$ cat config.mk
export PLATFORM = sky130hd
export DESIGN_NAME = audio_tone_mixer
export DESIGN_NICKNAME = d
export VERILOG_FILES = /design/src/rtl/audio_tone_mixer.sv
export SDC_FILE = /design/constraint.sdc
export NUM_CORES = 1
export LEC_CHECK = 0
export CAP_MARGIN = 20
export CORE_MARGIN = 2
export CORE_UTILIZATION = 65
export DETAILED_ROUTE_END_ITERATION = 6
export DONT_BUFFER_PORTS = 1
export HOLD_SLACK_MARGIN = 0.1
export PLACE_DENSITY = 0.81
export SETUP_SLACK_MARGIN = 0.2
export SYNTH_ARGS = -nofsm -noshare
export SYNTH_HDL_FRONTEND = slang
export SYNTH_SLANG_ARGS = --single-unit
export TNS_END_PERCENT = 5
$ cat constraint.sdc
create_clock -name CLOCK_50 -period 6.3 [get_ports CLOCK_50]
set_input_delay 0.63 -clock CLOCK_50 [delete_from_list [all_inputs] [get_ports CLOCK_50]]
set_output_delay 0.63 -clock CLOCK_50 [all_outputs]
set_load 0.02 [all_outputs]
$ cat src/rtl/audio_tone_mixer.sv
// audio_tone_mixer: NUM_TONES square-wave tones mixed onto codec samples.
// Define AUDIO_TONE_MIXER_SAT_EN to saturate the mix instead of wrapping.
module audio_tone_mixer #(
  parameter int SAMPLE_W  = 32,
  parameter int NUM_TONES = 4,
  parameter int PERIOD_W  = 19
) (
  input  logic                            CLOCK_50,
  input  logic                            reset_n,
  input  logic [NUM_TONES*PERIOD_W-1:0]   tone_half_period,
  input  logic [NUM_TONES*(SAMPLE_W-1)-1:0] tone_amplitude,
  input  logic [2*NUM_TONES-1:0]          tone_route,
  input  logic                            passthru_en,
  input  logic                            audio_in_available,
  input  logic                            audio_out_allowed,
  input  logic [SAMPLE_W-1:0]             left_channel_audio_in,
  input  logic [SAMPLE_W-1:0]             right_channel_audio_in,
  output logic                            read_audio_in,
  output logic                            write_audio_out,
  output logic [SAMPLE_W-1:0]             left_channel_audio_out,
  output logic [SAMPLE_W-1:0]             right_channel_audio_out,
  output logic                            busy
);

  localparam int ACC_W = SAMPLE_W + $clog2(NUM_TONES + 1);
  localparam int AMP_W = SAMPLE_W - 1;
  localparam int EXT_W = ACC_W - SAMPLE_W;
  localparam int IDX_W = (NUM_TONES > 1) ? $clog2(NUM_TONES) : 1;
  localparam logic [IDX_W-1:0] LAST = IDX_W'(NUM_TONES - 1);

  typedef enum logic [1:0] {
    IDLE,
    ACC,
    CLAMP,
    XFER
  } state_t;

  state_t state_q, state_d;

  logic [IDX_W-1:0]     idx_q, idx_d;
  logic [NUM_TONES-1:0] snap_q, snap_d;
  logic [NUM_TONES-1:0] pol;
  logic [ACC_W-1:0]     acc_l_q, acc_l_d;
  logic [ACC_W-1:0]     acc_r_q, acc_r_d;
  logic [SAMPLE_W-1:0]  out_l_q, out_l_d;
  logic [SAMPLE_W-1:0]  out_r_q, out_r_d;
  logic                 stb_q, stb_d;

  logic [PERIOD_W-1:0]  hp_a  [NUM_TONES];
  logic [AMP_W-1:0]     amp_a [NUM_TONES];

  genvar k;
  generate
    for (k = 0; k < NUM_TONES; k++) begin : g_tone
      logic [PERIOD_W-1:0] cnt_q;
      logic                pol_q;

      assign hp_a[k]  = tone_half_period[k*PERIOD_W +: PERIOD_W];
      assign amp_a[k] = tone_amplitude[k*AMP_W +: AMP_W];
      assign pol[k]   = pol_q;

      // Free-running half-period counter; >= lets a shrunk period wrap at once.
      always_ff @(posedge CLOCK_50) begin
        if (!reset_n || hp_a[k] == '0) begin
          cnt_q <= '0;
          pol_q <= 1'b0;
        end else if (cnt_q >= hp_a[k]) begin
          cnt_q <= '0;
          pol_q <= ~pol_q;
        end else begin
          cnt_q <= cnt_q + PERIOD_W'(1);
        end
      end
    end
  endgenerate

  logic             hp_nz;
  logic             add_l, add_r;
  logic [ACC_W-1:0] mag, contrib;

  // Signed contribution of the channel selected by idx.
  always_comb begin
    hp_nz   = |hp_a[idx_q];
    add_l   = hp_nz & tone_route[{idx_q, 1'b0}];
    add_r   = hp_nz & tone_route[{idx_q, 1'b1}];
    mag     = ACC_W'(amp_a[idx_q]);
    contrib = snap_q[idx_q] ? mag : (~mag + ACC_W'(1));
  end

  logic [SAMPLE_W-1:0] red_l, red_r;

`ifdef AUDIO_TONE_MIXER_SAT_EN
  localparam logic [SAMPLE_W-1:0] S_MAX = {1'b0, {(SAMPLE_W-1){1'b1}}};
  localparam logic [SAMPLE_W-1:0] S_MIN = {1'b1, {(SAMPLE_W-1){1'b0}}};
  logic ovf_l, ovf_r;

  // Out of range when the top bits are not all copies of the sign.
  always_comb begin
    ovf_l = ~((&acc_l_q[ACC_W-1:SAMPLE_W-1]) | ~(|acc_l_q[ACC_W-1:SAMPLE_W-1]));
    ovf_r = ~((&acc_r_q[ACC_W-1:SAMPLE_W-1]) | ~(|acc_r_q[ACC_W-1:SAMPLE_W-1]));
    red_l = acc_l_q[SAMPLE_W-1:0];
    red_r = acc_r_q[SAMPLE_W-1:0];
    if (ovf_l) red_l = acc_l_q[ACC_W-1] ? S_MIN : S_MAX;
    if (ovf_r) red_r = acc_r_q[ACC_W-1] ? S_MIN : S_MAX;
  end
`else
  assign red_l = acc_l_q[SAMPLE_W-1:0];
  assign red_r = acc_r_q[SAMPLE_W-1:0];
`endif

  logic xfer_ok;
  assign xfer_ok = audio_in_available & audio_out_allowed;

  // Capture, serial accumulate, reduce, then hand off one pop/push pair.
  always_comb begin
    state_d = state_q;
    idx_d   = idx_q;
    snap_d  = snap_q;
    acc_l_d = acc_l_q;
    acc_r_d = acc_r_q;
    out_l_d = out_l_q;
    out_r_d = out_r_q;
    stb_d   = 1'b0;
    unique case (state_q)
      IDLE: begin
        if (xfer_ok) begin
          acc_l_d = '0;
          acc_r_d = '0;
          if (passthru_en) begin
            acc_l_d = {{EXT_W{left_channel_audio_in[SAMPLE_W-1]}},
                       left_channel_audio_in};
            acc_r_d = {{EXT_W{right_channel_audio_in[SAMPLE_W-1]}},
                       right_channel_audio_in};
          end
          snap_d  = pol;
          idx_d   = '0;
          state_d = ACC;
        end
      end
      ACC: begin
        if (add_l) acc_l_d = acc_l_q + contrib;
        if (add_r) acc_r_d = acc_r_q + contrib;
        idx_d = idx_q + IDX_W'(1);
        if (idx_q == LAST) begin
          idx_d   = '0;
          state_d = CLAMP;
        end
      end
      CLAMP: begin
        out_l_d = red_l;
        out_r_d = red_r;
        state_d = XFER;
      end
      XFER: begin
        if (xfer_ok) begin
          stb_d   = 1'b1;
          state_d = IDLE;
        end
      end
      default: state_d = IDLE;
    endcase
  end

  // State and datapath registers with synchronous reset.
  always_ff @(posedge CLOCK_50) begin
    if (!reset_n) begin
      state_q <= IDLE;
      idx_q   <= '0;
      snap_q  <= '0;
      acc_l_q <= '0;
      acc_r_q <= '0;
      out_l_q <= '0;
      out_r_q <= '0;
      stb_q   <= 1'b0;
    end else begin
      state_q <= state_d;
      idx_q   <= idx_d;
      snap_q  <= snap_d;
      acc_l_q <= acc_l_d;
      acc_r_q <= acc_r_d;
      out_l_q <= out_l_d;
      out_r_q <= out_r_d;
      stb_q   <= stb_d;
    end
  end

  assign read_audio_in           = stb_q;
  assign write_audio_out         = stb_q;
  assign left_channel_audio_out  = out_l_q;
  assign right_channel_audio_out = out_r_q;
  assign busy                    = (state_q != IDLE);

endmodule

==> impl_metrics.py <==
metrics = {
    "outcome": {
        "status": "finished clean",
    },
    "drt": {
        "viasPerCell": 6.53,
        "wl_met2_mm": 21.9,
        "wl_mm": 47.1,
        "drtPass1Iterations": 6,
        "drc": 0,
        "ant_nets": 0,
        "routed.top_layer": "met5",
        "wl_per_cell_um": 22.0,
        "dr_total_vias": 14021,
        "wl_met1_mm": 19.4,
        "drtIter0Drc": 1052,
        "wl_met3_mm": 4.31,
    },
    "setup_path": {
        "path_buf_inv": 2,
        "crit_path_top_delay_cell": "fa_1",
        "timing.rr.end": "acc_l_q[30]$_SDFFE_PN0P_",
        "rr_startpoint": "idx_q[0]$_SDFFE_PN0P_",
        "r2r_cells": 14,
        "worstSetupEndpointType": "flop",
        "ff2ff_setup_slack_ns": 0.84,
        "crit_path_start": "idx_q[0]$_SDFFE_PN0P_",
        "path_class": "reg2reg",
        "crit_end": "acc_l_q[30]$_SDFFE_PN0P_",
        "cp.required_ns": 6.76,
        "worst_ep_arrival_time_ns": 5.92,
        "timing.critical_path.cells": "buf_4 > mux2_2 > o21ai_0 > o21ai_0 > fa_1 > a21o_1 > a311oi_1 > o31ai_1 > buf_4 > a211oi_1 > o21ai_0 > a311oi_1 > mux2_2 > o21ai_0",
        "slowest_delay_ns": 0.55,
        "cpLargestDelayFamily": "compound AO/OA/AOI/OAI gates",
        "worstSetupStartpointType": "flop",
        "critPathMaxFanout": 22,
        "crit_top_cell": "o21ai_0",
        "crit_cells": 14,
    },
    "timing": {
        "finalHoldViolCount": 0,
        "finalSetupTns_ns": 0,
        "clock_skew_ns": 0.0123,
        "timing.final.crit_share_pct": 86.7,
        "setup-violations-final": 0,
        "slew-limit-headroom_pct": 26.1,
        "tightestPinTransition_ns": 1.11,
        "holdWs_ns": 0.237,
        "fmax_ghz": 0.183,
        "period_needed_ns": 5.46,
        "report.final.slew_viol_count": 0,
        "rsz0062_at_grt": "no",
    },
    "global_route": {
        "grt_pass1_wl_mm": 73.5,
        "grtUsageTotal_pct": 35.8,
        "overflow": 0,
        "grt_pass1_vias": 13395,
        "antenna_found_initial": 17,
        "grt_start_max_net_pins": 104,
    },
    "finish": {
        "final_common_cell": "nor2_1",
        "area_growth_pct": 6.68,
        "fin_util_pct": 70.8,
        "finalNetCount": 2243,
        "drive_above_1_share_pct": 5.77,
        "final_cells": 2147,
        "final_cell_mix": "nor2_1, dfxtp_1, ha_1, inv_1, a21oi_1",
        "nFillCells": 1935,
    },
    "cts": {
        "clock-sinks": 217,
        "clock_path_buffers": 3,
        "cts-root-buf": "clkbuf_16",
        "postCtsSetupBuffers": 0,
        "cts_tree": "yes",
        "post_cts_resized": 0,
        "clk_pin_slew_ns": 0.07,
        "h-tree-depth": 1,
        "cts_buffers": 24,
        "hold_buffers": 0,
        "clk_latency_ns": 0.53,
    },
    "run": {
        "maxCapViolCount": 0,
    },
    "placement": {
        "dpl.cell_count": 2094,
        "dp_hpwl_mm": 36.8,
        "portBuffers": 0,
        "gp_congestion": 1.09,
    },
    "synthesis": {
        "synth_edf_count": 0,
        "ys_dominant_reg_cell": "dfxtp_1",
        "yosys_warnings": 0,
        "avgSynthCellArea_um2": 8.47,
        "ys_ff_latch": 217,
        "synth_cell_types": 80,
        "synthArstFlopShare_pct": 0,
        "syn-instance-count": 1845,
        "synth_nets": 2287,
        "syn_area_um2": 15600,
        "seq_area_frac_synth_pct": 27.8,
    },
    "power_and_ir_drop": {
        "total_power_uw": 6390,
        "p_per_area_nw_per_um2": 383,
        "ir_drop_v": 0.000261,
        "p_leak_uw": 0.00704,
    },
    "die": {
        "die-area_um2": 25300,
        "die_x_um": 159,
        "die_y_um": 159,
        "ios": 344,
        "core-area_um2": 23500,
        "rows": 56,
        "initial_utilization_pct": 66.4,
    },
    "worst_hold_path": {
        "hold-path-cell-count": 2,
        "hold_class": "in2reg",
    },
}
[routing by layer]
metal	global-route usage, %	vias to the layer above
met5	0	-
met3	8.34	109
met4	10.3	22
met1	46.5	6626
met2	59.7	645
li1	-	6619
[power breakdown]
| group | leakage (uW) | switching (uW) | internal (uW) |
|---|---|---|---|
| registers | 0.00176 | 290 | 1590 |
| logic | 0.00487 | 1800 | 1220 |
| clock network | 0.000407 | 603 | 896 |
| total | 0.00704 | 2690 | 3700 |
[worst reg2reg max path: stages, from the launching register on]
cell,delay [ns]
dfxtp_2,0.48
buf_4,0.40
mux2_2,0.39
o21ai_0,0.48
o21ai_0,0.43
fa_1,0.55
a21o_1,0.22
a311oi_1,0.46
o31ai_1,0.14
buf_4,0.19
a211oi_1,0.53
o21ai_0,0.29
a311oi_1,0.37
mux2_2,0.38
o21ai_0,0.06
[Yosys cell counts, drive strengths merged, types with 50 or more instances]
cell    instances  share of area, %
xnor2          74               4.2
nand2          97               2.3
nor2          260               6.2
xor2           75               4.2
a21o           50               2.4
mux2i          73               4.7
ha            163                13
clkbuf         62               1.5
o21ai          87               2.8
inv           112               2.7
dfxtp         217                28
a21oi         107               3.4
[state kept, by name (all words and copies together), names as in the netlist]
signal,count
snap_q,4
right_channel_audio_out,32
read_audio_in,1
acc_r_q,32
idx_q,2
left_channel_audio_out,32
state_q,2
g_tone.pol_q,4
acc_l_q,32
g_tone.cnt_q,76
[worst min-delay path by stage]
stage,startpoint,end,slack [ns]
after floorplan,g_tone[2].cnt_q[0]$_SDFF_PP0_,g_tone[2].cnt_q[0]$_SDFF_PP0_,0.43
after global placement,g_tone[2].cnt_q[0]$_SDFF_PP0_,g_tone[2].cnt_q[0]$_SDFF_PP0_,0.44
after detailed placement,g_tone[0].cnt_q[0]$_SDFF_PP0_,g_tone[0].cnt_q[0]$_SDFF_PP0_,0.47
after CTS,reset_n,read_audio_in$_SDFF_PN0_,0.22
after global routing,reset_n,read_audio_in$_SDFF_PN0_,0.23
final,reset_n,read_audio_in$_SDFF_PN0_,0.24
[cell families after synthesis]
| kind of cell | share of synthesized area [%] |
|---|---|
| AND/OR/NAND/NOR | 16.4 |
| AO/OA/AOI/OAI | 19.4 |
| flip-flops | 27.8 |
| buffers and inverters | 5.02 |
| adder cells (fa/ha/maj) | 13.3 |
| XOR/XNOR | 8.40 |
| multiplexers | 9.67 |
[metrics by stage]
step | worst slack (ns) | cell area, um^2
after floorplan | 1.43 | 15600
after global placement | 1.04 | 15800
after detailed placement | 0.878 | 15800
after CTS | 0.875 | 16700
after global routing | 0.307 | 16700
final | 0.841 | 16700
[cell type report]
| class | instances | area [um^2] | area share, % |
|---|---|---|---|
| multi-input cells | 1432 | 10500 | 63.2 |
| flip-flops and latches | 217 | 4350 | 26.1 |
| clock buffers | 30 | 643 | 3.86 |
| inverters | 113 | 425 | 2.55 |
| well taps | 319 | 399 | 2.39 |
| clock inverters | 14 | 198 | 1.19 |
| repair buffers | 13 | 97.6 | 0.585 |
| diodes | 9 | 22.5 | 0.135 |
No activity file was read; power rests on OpenSTA's default activity.
